[src/rtl/sysdefs.svh]
// System-wide sizing macros shared by the SAT solver core.
// Guarded so every file may include it regardless of compile order.
`ifndef SYSDEFS_SVH
`define SYSDEFS_SVH

`define MAX_VARS      16
`define MAX_VARS_BITS 4

`endif

[src/rtl/sat_pkg.sv]
// Shared types for the SAT solver core: trail entry layout and trail FSM states.
`include "sysdefs.svh"

package sat_pkg;

    localparam int MAX_VARS    = `MAX_VARS;
    localparam int VAR_BITS    = `MAX_VARS_BITS;
    localparam int TRAIL_DBITS = `MAX_VARS_BITS + 1;

    // 'var' is a reserved word, so the variable index field is var_idx.
    typedef struct packed {
        logic [VAR_BITS-1:0] var_idx;
        logic                val;
        logic                decision;
    } trail_entry_t;

    typedef enum logic {
        IDLE = 1'b0,
        POP  = 1'b1
    } trail_state_e;

endpackage

[src/rtl/trail_stack_if.sv]
// Controller <-> trail_stack bundle: push channel, backtrack request/result,
// var_state write port, occupancy status and the FSM state for observation.
interface trail_stack_if #(
    parameter int DBITS = sat_pkg::TRAIL_DBITS
) ();

    localparam int VB = sat_pkg::VAR_BITS;

    // Push handshake: an entry transfers on a clock edge where push_valid and
    // push_ready are both high. push_ready never depends on push_valid.
    logic                 push_valid;
    logic [VB-1:0]        push_var;
    logic                 push_val;
    logic                 push_decision;
    logic                 push_ready;

    logic                 bt_start;
    logic                 bt_done;
    logic                 bt_found;
    logic [VB-1:0]        bt_var;
    logic                 bt_val;

    logic                 vs_write;
    logic [VB-1:0]        vs_var;
    logic                 vs_val;
    logic                 vs_unassign;

    logic [DBITS-1:0]     depth;
    logic [DBITS-1:0]     level;
    logic                 full;
    logic                 empty;
    sat_pkg::trail_state_e state;

    modport master (
        output push_valid, push_var, push_val, push_decision, bt_start,
        input  push_ready, bt_done, bt_found, bt_var, bt_val,
        input  vs_write, vs_var, vs_val, vs_unassign,
        input  depth, level, full, empty, state
    );

    modport slave (
        input  push_valid, push_var, push_val, push_decision, bt_start,
        output push_ready, bt_done, bt_found, bt_var, bt_val,
        output vs_write, vs_var, vs_val, vs_unassign,
        output depth, level, full, empty, state
    );

endinterface

[src/rtl/trail_ram.sv]
// Trail storage: synchronous write, asynchronous read of the top-of-stack entry.
module trail_ram
    import sat_pkg::*;
#(
    parameter int DEPTH = sat_pkg::MAX_VARS,
    parameter int AW    = (DEPTH > 1) ? $clog2(DEPTH) : 1
) (
    input  logic          clock,
    input  logic          i_we,
    input  logic [AW-1:0] i_waddr,
    input  trail_entry_t  i_wdata,
    input  logic [AW-1:0] i_raddr,
    output trail_entry_t  o_rdata
);

    trail_entry_t r_mem [DEPTH];

    always_ff @(posedge clock) begin
        if (i_we) begin
            r_mem[i_waddr] <= i_wdata;
        end
    end

    assign o_rdata = r_mem[i_raddr];

endmodule

[src/rtl/trail_stack.sv]
// Assignment trail and backtrack engine: LIFO record of assignments mirrored to
// var_state, unwound one entry per cycle on conflict until a decision pops.
module trail_stack
    import sat_pkg::*;
#(
    parameter int DEPTH = sat_pkg::MAX_VARS,
    parameter int DBITS = sat_pkg::TRAIL_DBITS
) (
    input  logic          clock,
    input  logic          reset,
    trail_stack_if.slave  bus
);

    localparam int AW = (DEPTH > 1) ? $clog2(DEPTH) : 1;

    trail_state_e         r_state;
    logic [DBITS-1:0]     r_depth;
    logic [DBITS-1:0]     r_level;
    logic                 r_vs_write;
    logic [VAR_BITS-1:0]  r_vs_var;
    logic                 r_vs_val;
    logic                 r_vs_unassign;
    logic                 r_bt_done;
    logic                 r_bt_found;
    logic [VAR_BITS-1:0]  r_bt_var;
    logic                 r_bt_val;

    logic                 w_full;
    logic                 w_empty;
    logic                 w_push_ready;
    logic                 w_push_accept;
    logic [AW-1:0]        w_wr_addr;
    logic [AW-1:0]        w_rd_addr;
    trail_entry_t         w_wr_entry;
    trail_entry_t         w_top_entry;

    assign w_full        = (r_depth == DBITS'(DEPTH));
    assign w_empty       = (r_depth == '0);
    assign w_push_ready  = (r_state == IDLE) && !w_full && !bus.bt_start;
    assign w_push_accept = bus.push_valid && w_push_ready;

    // Writes land at the current depth; the top entry sits one below it.
    assign w_wr_addr = r_depth[AW-1:0];
    assign w_rd_addr = r_depth[AW-1:0] - AW'(1);

    assign w_wr_entry.var_idx  = bus.push_var;
    assign w_wr_entry.val      = bus.push_val;
    assign w_wr_entry.decision = bus.push_decision;

    trail_ram #(
        .DEPTH (DEPTH),
        .AW    (AW)
    ) u_trail_ram (
        .clock   (clock),
        .i_we    (w_push_accept),
        .i_waddr (w_wr_addr),
        .i_wdata (w_wr_entry),
        .i_raddr (w_rd_addr),
        .o_rdata (w_top_entry)
    );

    always_ff @(posedge clock) begin
        if (reset) begin
            r_state       <= IDLE;
            r_depth       <= '0;
            r_level       <= '0;
            r_vs_write    <= 1'b0;
            r_vs_var      <= '0;
            r_vs_val      <= 1'b0;
            r_vs_unassign <= 1'b0;
            r_bt_done     <= 1'b0;
            r_bt_found    <= 1'b0;
            r_bt_var      <= '0;
            r_bt_val      <= 1'b0;
        end else begin
            r_vs_write <= 1'b0;
            r_bt_done  <= 1'b0;
            case (r_state)
                IDLE: begin
                    // A backtrack request wins over a push offered in the same cycle.
                    if (bus.bt_start) begin
                        r_state <= POP;
                    end else if (w_push_accept) begin
                        r_depth       <= r_depth + DBITS'(1);
                        r_level       <= r_level + DBITS'(bus.push_decision);
                        r_vs_write    <= 1'b1;
                        r_vs_var      <= bus.push_var;
                        r_vs_val      <= bus.push_val;
                        r_vs_unassign <= 1'b0;
                    end
                end
                POP: begin
                    if (!w_empty) begin
                        r_depth       <= r_depth - DBITS'(1);
                        r_vs_write    <= 1'b1;
                        r_vs_var      <= w_top_entry.var_idx;
                        r_vs_val      <= 1'b0;
                        r_vs_unassign <= 1'b1;
                        if (w_top_entry.decision) begin
                            r_level    <= r_level - DBITS'(1);
                            r_bt_var   <= w_top_entry.var_idx;
                            r_bt_val   <= w_top_entry.val;
                            r_bt_found <= 1'b1;
                            r_bt_done  <= 1'b1;
                            r_state    <= IDLE;
                        end
                    end else begin
                        r_bt_found <= 1'b0;
                        r_bt_done  <= 1'b1;
                        r_state    <= IDLE;
                    end
                end
                default: r_state <= IDLE;
            endcase
        end
    end

    assign bus.push_ready  = w_push_ready;
    assign bus.bt_done     = r_bt_done;
    assign bus.bt_found    = r_bt_found;
    assign bus.bt_var      = r_bt_var;
    assign bus.bt_val      = r_bt_val;
    assign bus.vs_write    = r_vs_write;
    assign bus.vs_var      = r_vs_var;
    assign bus.vs_val      = r_vs_val;
    assign bus.vs_unassign = r_vs_unassign;
    assign bus.depth       = r_depth;
    assign bus.level       = r_level;
    assign bus.full        = w_full;
    assign bus.empty       = w_empty;
    assign bus.state       = r_state;

    a_level_le_depth: assert property (@(posedge clock) disable iff (reset)
        r_level <= r_depth);
    a_depth_bounded: assert property (@(posedge clock) disable iff (reset)
        r_depth <= DBITS'(DEPTH));

endmodule
[src/flat_wrapper.sv]
// flat-port wrapper written by rule: the top's interface ports become plain ports
module trail_stack_flat import sat_pkg::*;
#(
    parameter int DEPTH = sat_pkg::MAX_VARS,
    parameter int DBITS = sat_pkg::TRAIL_DBITS
)
  (clock, reset, bus_push_valid, bus_push_var, bus_push_val, bus_push_decision, bus_bt_start, bus_push_ready, bus_bt_done, bus_bt_found, bus_bt_var, bus_bt_val, bus_vs_write, bus_vs_var, bus_vs_val, bus_vs_unassign, bus_depth, bus_level, bus_full, bus_empty, bus_state);
  trail_stack_if #(.DBITS(DBITS)) bus_i ();
  input  logic clock;
  input  logic reset;
  input wire logic [$bits(bus_i.push_valid)-1:0] bus_push_valid;
  input wire logic [$bits(bus_i.push_var)-1:0] bus_push_var;
  input wire logic [$bits(bus_i.push_val)-1:0] bus_push_val;
  input wire logic [$bits(bus_i.push_decision)-1:0] bus_push_decision;
  input wire logic [$bits(bus_i.bt_start)-1:0] bus_bt_start;
  output wire logic [$bits(bus_i.push_ready)-1:0] bus_push_ready;
  output wire logic [$bits(bus_i.bt_done)-1:0] bus_bt_done;
  output wire logic [$bits(bus_i.bt_found)-1:0] bus_bt_found;
  output wire logic [$bits(bus_i.bt_var)-1:0] bus_bt_var;
  output wire logic [$bits(bus_i.bt_val)-1:0] bus_bt_val;
  output wire logic [$bits(bus_i.vs_write)-1:0] bus_vs_write;
  output wire logic [$bits(bus_i.vs_var)-1:0] bus_vs_var;
  output wire logic [$bits(bus_i.vs_val)-1:0] bus_vs_val;
  output wire logic [$bits(bus_i.vs_unassign)-1:0] bus_vs_unassign;
  output wire logic [$bits(bus_i.depth)-1:0] bus_depth;
  output wire logic [$bits(bus_i.level)-1:0] bus_level;
  output wire logic [$bits(bus_i.full)-1:0] bus_full;
  output wire logic [$bits(bus_i.empty)-1:0] bus_empty;
  output wire logic [$bits(bus_i.state)-1:0] bus_state;
  assign bus_i.push_valid = bus_push_valid;
  assign bus_i.push_var = bus_push_var;
  assign bus_i.push_val = bus_push_val;
  assign bus_i.push_decision = bus_push_decision;
  assign bus_i.bt_start = bus_bt_start;
  assign bus_push_ready = bus_i.push_ready;
  assign bus_bt_done = bus_i.bt_done;
  assign bus_bt_found = bus_i.bt_found;
  assign bus_bt_var = bus_i.bt_var;
  assign bus_bt_val = bus_i.bt_val;
  assign bus_vs_write = bus_i.vs_write;
  assign bus_vs_var = bus_i.vs_var;
  assign bus_vs_val = bus_i.vs_val;
  assign bus_vs_unassign = bus_i.vs_unassign;
  assign bus_depth = bus_i.depth;
  assign bus_level = bus_i.level;
  assign bus_full = bus_i.full;
  assign bus_empty = bus_i.empty;
  assign bus_state = bus_i.state;
  trail_stack #(.DEPTH(DEPTH), .DBITS(DBITS)) u_core (.clock(clock), .reset(reset), .bus(bus_i));
endmodule
[config.mk]
export PLATFORM = sky130hd
export DESIGN_NAME = trail_stack_flat
export DESIGN_NICKNAME = d
export VERILOG_FILES = /design/src/rtl/sat_pkg.sv /design/src/rtl/trail_stack_if.sv /design/src/rtl/trail_ram.sv /design/src/rtl/trail_stack.sv /design/src/flat_wrapper.sv
export VERILOG_INCLUDE_DIRS = /design/src /design/src/rtl
export SDC_FILE = /design/constraint.sdc
export NUM_CORES = 1
export LEC_CHECK = 0
export CORE_MARGIN = 2
export CORE_UTILIZATION = 45
export DETAILED_ROUTE_END_ITERATION = 6
export GPL_TIMING_DRIVEN = 0
export SKIP_CTS_REPAIR_TIMING = 1
export SYNTH_ARGS = -nofsm -noshare
export SYNTH_HDL_FRONTEND = slang
export SYNTH_HIERARCHICAL = 1
export SYNTH_SLANG_ARGS = --single-unit
[constraint.sdc]
create_clock -name clock -period 4.95 [get_ports clock]
set_clock_uncertainty 0.15 [all_clocks]
set_input_delay 0.495 -clock clock [delete_from_list [all_inputs] [get_ports clock]]
set_output_delay 0.495 -clock clock [all_outputs]
set_load 0.01 [all_outputs]
# [Word-level counts from Yosys, hierarchy flattened]
# Memories as Yosys holds them, arrays and structs flattened.
# Cells that the tools add are included.
[op_classes] add_sub_neg=5 n_eq_ne=5 n_mux=34 n_bitwise=2 reduce_logical=12
[ops] op="$mux W5" n=7
[ops] op="$pmux W5 S2" n=2
[ops] op="$mux W1" n=17
[ops] op="$mux W4" n=3
[ops] op="$sub A5 B1 Y5 const B" n=2
[ops] op="$ne A2 B2 Y1 const B" n=4
[ops] op="$pmux W1 S2" n=4
[ops] op="$pmux W4 S2" n=1
[ops] op="$reduce_and A3 Y1" n=2
[ops] op="$add A5 B1 Y5" n=1
[ops] op="$add A5 B1 Y5 const B" n=1
[ops] op="$eq A5 B5 Y1 const B" n=1
[ops] op="$logic_not A5 Y1" n=1
[ops] op="$reduce_and A4 Y1" n=1
[ops] op="$sub A4 B1 Y4 const B" n=1
[ops] op="$logic_and A1 B1 Y1" n=3
[ops] op="$logic_not A1 Y1" n=2
[ops] op="$not A1 Y1" n=2
[ops] op="$reduce_and A2 Y1" n=1
[ops] op="$reduce_bool A2 Y1" n=1
[ops] op="$reduce_or A2 Y1" n=1
[word_totals] regBits=25 mem_bits_rw=96 inputBits=10 output_inout_bits=28 word_cells=70 n_memories=1
[memory_table] name="u_core.u_trail_ram.r_mem" depth=16 width=6 rd=1 rd_ports_with_merged_regs=0 write_ports=1 line_no="trail_ram.sv:16" source="trail_entry_t r_mem [DEPTH];"

# [Logic depth before layout (Yosys ltp)]
[logic_depth] ltp_word=8 depth_mapped=12 mapped_depth_nobuf=10

# [Cells and area by module]
# Netlist, hierarchy kept.
[by_module_without_submodules] module="trail_ram" instances=1 cells_each=172 area_each_um2=3774.9 seq_area_each_um2=2882.8
[by_module_without_submodules] module="trail_stack" instances=1 cells_each=143 area_each_um2=1386.3 seq_area_each_um2=500.5

# [Least setup slack after synthesis]
# OpenSTA, ideal clock, no wires.
[synth_timing] kind="flip-flop to flip-flop" from="register u_core.r_depth[0], in the netlist u_core/bus.depth[0]" to="memory u_core/u_trail_ram/r_mem[0][0] (netlist name) (enable)" setup_time_ns=0.377 arrival_ns=2.447 required_time_ns=4.423 setup_slack_ns=1.976 stages_incl_launch_ff=8 n_path_buf=1 synth_period_minus_slack_ns=2.974 cell_sequence="dfxtp_1 -> inv_1 -> ha_1 -> and4bb_2 -> buf_4 -> nor2_4 -> or3b_2 -> nor3_1"
[synth_between] elab_chain_cells=7
[synth_rtl] element="start: declaration" line_no="trail_stack.sv:17" source="logic [DBITS-1:0] r_depth;"
[synth_rtl] element="start signal: assignment" line_no="trail_stack.sv:84" source="r_depth <= r_depth + DBITS'(1);"
[synth_rtl] element="start signal: assignment" line_no="trail_stack.sv:94" source="r_depth <= r_depth - DBITS'(1);"
[synth_rtl] element="$eq A5 B5 Y1" line_no="trail_stack.sv:37" source="assign w_full = (r_depth == DBITS'(DEPTH));"
[synth_rtl] element="net bus_full" line_no="flat_wrapper.sv:27" source="output wire logic [$bits(bus_i.full)-1:0] bus_full;"
[synth_rtl] element="$logic_not A1 Y1" line_no="trail_stack.sv:39" source="assign w_push_ready = (r_state == IDLE) && !w_full && !bus.bt_start;"
[synth_rtl] element="$logic_and A1 B1 Y1 (2 in series)" line_no="trail_stack.sv:39"
[synth_rtl] element="$logic_and A1 B1 Y1" line_no="trail_stack.sv:40" source="assign w_push_accept = bus.push_valid && w_push_ready;"
[synth_rtl] element="net u_core.w_push_accept" line_no="trail_stack.sv:31" source="logic w_push_accept;"
[synth_rtl] element="$mux W1" line_no="trail_ram.sv:19" source="if (i_we) begin"
[synth_rtl] element="$mux W1 (not written as such)" line_no="trail_ram.sv:20" source="r_mem[i_waddr] <= i_wdata;"
[synth_rtl] element="end: declaration" line_no="trail_ram.sv:16"
# The timed path passes the listed nets, and every way through them passes these cells.

# [Worst setup path after layout]
[layout_timing] from="register u_core.r_depth[0], in the netlist u_core/bus.depth[0]" to="memory u_core/u_trail_ram/r_mem[0][3] (netlist name) (enable)"
[layout_between] elab_chain_cells=7
[layout_rtl] element="$eq A5 B5 Y1" line_no="trail_stack.sv:37"
[layout_rtl] element="$logic_not A1 Y1" line_no="trail_stack.sv:39"
[layout_rtl] element="$logic_and A1 B1 Y1 (2 in series)" line_no="trail_stack.sv:39"
[layout_rtl] element="$logic_and A1 B1 Y1" line_no="trail_stack.sv:40"
[layout_rtl] element="net u_core.w_push_accept" line_no="trail_stack.sv:31"
[layout_rtl] element="$mux W1" line_no="trail_ram.sv:19"
[layout_rtl] element="$mux W1 (not written as such)" line_no="trail_ram.sv:20"
# The timed path passes the listed nets, and every way through them passes these cells.

==> flow_summary.ini <==
[run_status]
outcome = finished clean

[route]
drtIter0Drc = 184
vias_per_cell = 5.50
first_pass_iters = 5
num_vias = 2901
ant_nets = 0
wl_microns = 10700
drc_errors = 0
wire_per_inst_microns = 20.2

[yosys]
ys_warn_count = 6
ys.flop_type = edfxtp_1
async_reset_ff_share_pct = 0
ys_seq_elements = 121
syn_nets = 336
synthCells = 315
synth-edff-count = 96
avgSynthCellArea_sq_um = 16.4
netlist_area_sq_um = 5160
ys_seq_area_share_pct = 65.6
ys_types = 47

[clock_network]
clock_latency_ps = 420
clockRootBuffer = clkbuf_16
cts_made_buffers = 17
tritoncts = built
cts_buffer_depth = 2
cts.clk_slew.worst_paths_ps = 60
cts_sinks = 121
cts_max_level = 4

[floorplan]
die_h_microns = 111
start_util_pct = 45.6
io_pins = 38
core_sq_um = 11300
dieArea_sq_um = 12300
die_w_microns = 111
rows = 39

[timing]
finalHoldViolCount = 0
setup_tns_ps = 0
layout_min_cycle_time_ps = 3670
tightest_slew_ps = 1120
max_freq_mhz = 272
rsz0062_at_grt = no
period_share_pct = 74.2
setup_viol = 0
relSlewSlack_pct = 24.7
drv_slew = 0

[worst_setup_path]
cp.required_ps = 4830
cpLargestDelayFamily = simple AND/OR/NAND/NOR gates
cp_max_fo = 12
max_stage_delay_ps = 870
slowest_stage = nor3_1
critPathLaunchType = flop
worstSetupPathType = flop to flop
end_kind = flop
critPathBufInv = 2
critPathArrivalTime_ps = 3550
worstPathCellList = inv_1, ha_1, and4bb_2, buf_4, nor2_4, or3b_2, nor3_1

[min_path]
holdCritPathClass = flop to flop

[global_route]
overflow = 0
use_met3_pct = 6.34
grt.met1_usage_pct = 26.3
grt_usage_pct = 18.6
grt_max_degree = 20
antenna_found_initial = 0
use_met2_pct = 27.2
top_usage_layer = met2
grt_pass1_vias = 2931
grt_pass1_wl_microns = 16900

[finish]
drive_gt1_share_pct = 17.2
fin_nets = 392
antennaDiodeCount = 0
final_util_pct = 55.9
syn2layout_area_growth_pct = 22.6

[job]
drv_cap = 0

[placed_design]
dp_hpwl_microns = 7100
gp_congestion = 0.878
numPortBuffers = 37

[pwr]
leakage_uw = 0.00219
power_density_nw_per_um2 = 548
vdd_drop_max_mv = 0.417
Yosys cell counts (all sizes together) (2+ instances only):
| library cell | number | area [sq um] |
|---|---|---|
| edfxtp | 96 | 2880 |
| nor2 | 40 | 168 |
| dfxtp | 25 | 500 |
| mux4 | 24 | 586 |
| a22oi | 12 | 90.1 |
| mux2i | 12 | 120 |
| buf | 9 | 80.1 |
| ha | 9 | 113 |
| nand2 | 9 | 33.8 |
| a211oi | 8 | 65.1 |
| inv | 8 | 30.0 |
| nor3 | 8 | 40.0 |
| a21oi | 7 | 35.0 |
| nand2b | 5 | 31.3 |
| xnor2 | 4 | 35.0 |
| a21o | 3 | 22.5 |
| clkbuf | 3 | 12.5 |
| nand3 | 3 | 15.0 |
| nand3b | 3 | 22.5 |
| nor2b | 3 | 18.8 |
| and2 | 2 | 12.5 |
| fa | 2 | 40.0 |
| o21ai | 2 | 10.0 |
| o22ai | 2 | 40.0 |
| or3b | 2 | 17.5 |
| xor2 | 2 | 17.5 |
worst paths after layout:
path,start,to,slack (ps),cells past startpoint
max,u_core/bus.depth[0],u_core/u_trail_ram/r_mem[0][3],1280,7
min,u_core/bus.level[3],u_core/bus.level[3],340,2
min reg2reg,u_core/bus.level[3],u_core/bus.level[3],340,2
max reg2reg,u_core/bus.depth[0],u_core/u_trail_ram/r_mem[0][3],1280,7
through the flow:
stage / hold WS [ps] / cell area, sq um / setup WS (ps) / power (uW) / cells
finish: 338 / 6330 / 1280 / 3470 / 527
global route: 358 / 6330 / 1160 / 3630 / 527
CTS: 344 / 6330 / 1270 / 3500 / 527
detailed placement: 330 / 5710 / 1270 / 2210 / 495
global placement: 326 / 5710 / 1390 / 2210 / 495
floorplan: 346 / 5160 / 1980 / 1890 / 315
final cells by class:
| type | instances | area (sq um) |
|---|---|---|
| sequential | 121 | 3380 |
| clock buffer | 17 | 425 |
| inverter | 8 | 30.0 |
| buffer | 12 | 92.6 |
| tap | 143 | 179 |
| timing repair buffer | 37 | 370 |
| fill | 904 | 4990 |
| multi-input combinational | 174 | 1660 |
| clock inverter | 15 | 191 |
sequential cells by signal, indices dropped and copies added (netlist names):
| register | cells |
|---|---|
| u_core/bus.bt_found | 1 |
| u_core/bus.bt_var | 4 |
| u_core/u_trail_ram/r_mem | 96 |
| u_core/bus.depth | 5 |
| u_core/bus.vs_unassign | 1 |
| u_core/bus.bt_val | 1 |
| u_core/bus.vs_write | 1 |
| u_core/bus.vs_var | 4 |
| u_core/bus.bt_done | 1 |
| u_core/bus.state | 1 |
| u_core/bus.vs_val | 1 |
| u_core/bus.level | 5 |
worst register-to-register path: stages, from the launching register on:
cell and delay [ps]:
dfxtp_1 620, inv_1 230, ha_1 270, and4bb_2 230
buf_4 170, nor2_4 230, or3b_2 520, nor3_1 870
report_power, final:
group | leakage (uW) | switching (uW) | internal [uW]
logic | 0.000820 | 527 | 453
registers | 0.00107 | 60.2 | 1160
clock network | 0.000297 | 470 | 802
logic make-up (layout without fill, tap and decap cells):
group	after synthesis	in the layout	synth area share, %
compound gates	39	39	6.04
mux	37	37	13.9
flops	121	121	65.6
buf+inv	20	89	2.38
simple gates	81	81	8.17
fa+ha+maj	11	11	2.96
xor+xnor	6	6	1.02
routing by layer:
metal	share of wire, %	vias up
met1	47	1455
met5	0	-
met2	46	77
met3	5.8	8
li1	-	1361
met4	0.92	0
cells in the final DEF (no fill, tap or decap), types with 2 or more instances in the layout:
cell and n:
a211oi_1 7, a21o_1 3, a21oi_1 7, a22oi_1 12, and2_1 2, buf_4 2
buf_6 5, bufinv_16 3, clkbuf_1 2, clkbuf_16 17, clkdlybuf4s50_1 37, clkinv_4 4
clkinvlp_4 2, dfxtp_1 25, edfxtp_1 96, fa_1 2, ha_1 9, inv_1 8
inv_6 4, mux2i_1 12, mux4_1 12, mux4_2 12, nand2_1 9, nand2b_1 5
nand3_1 3, nand3b_1 3, nor2_1 35, nor2_2 4, nor2b_1 3, nor3_1 8
o21ai_0 2, o22ai_4 2, xnor2_1 4, xor2_1 2
Note: power is estimated with default switching activity, not from simulation.
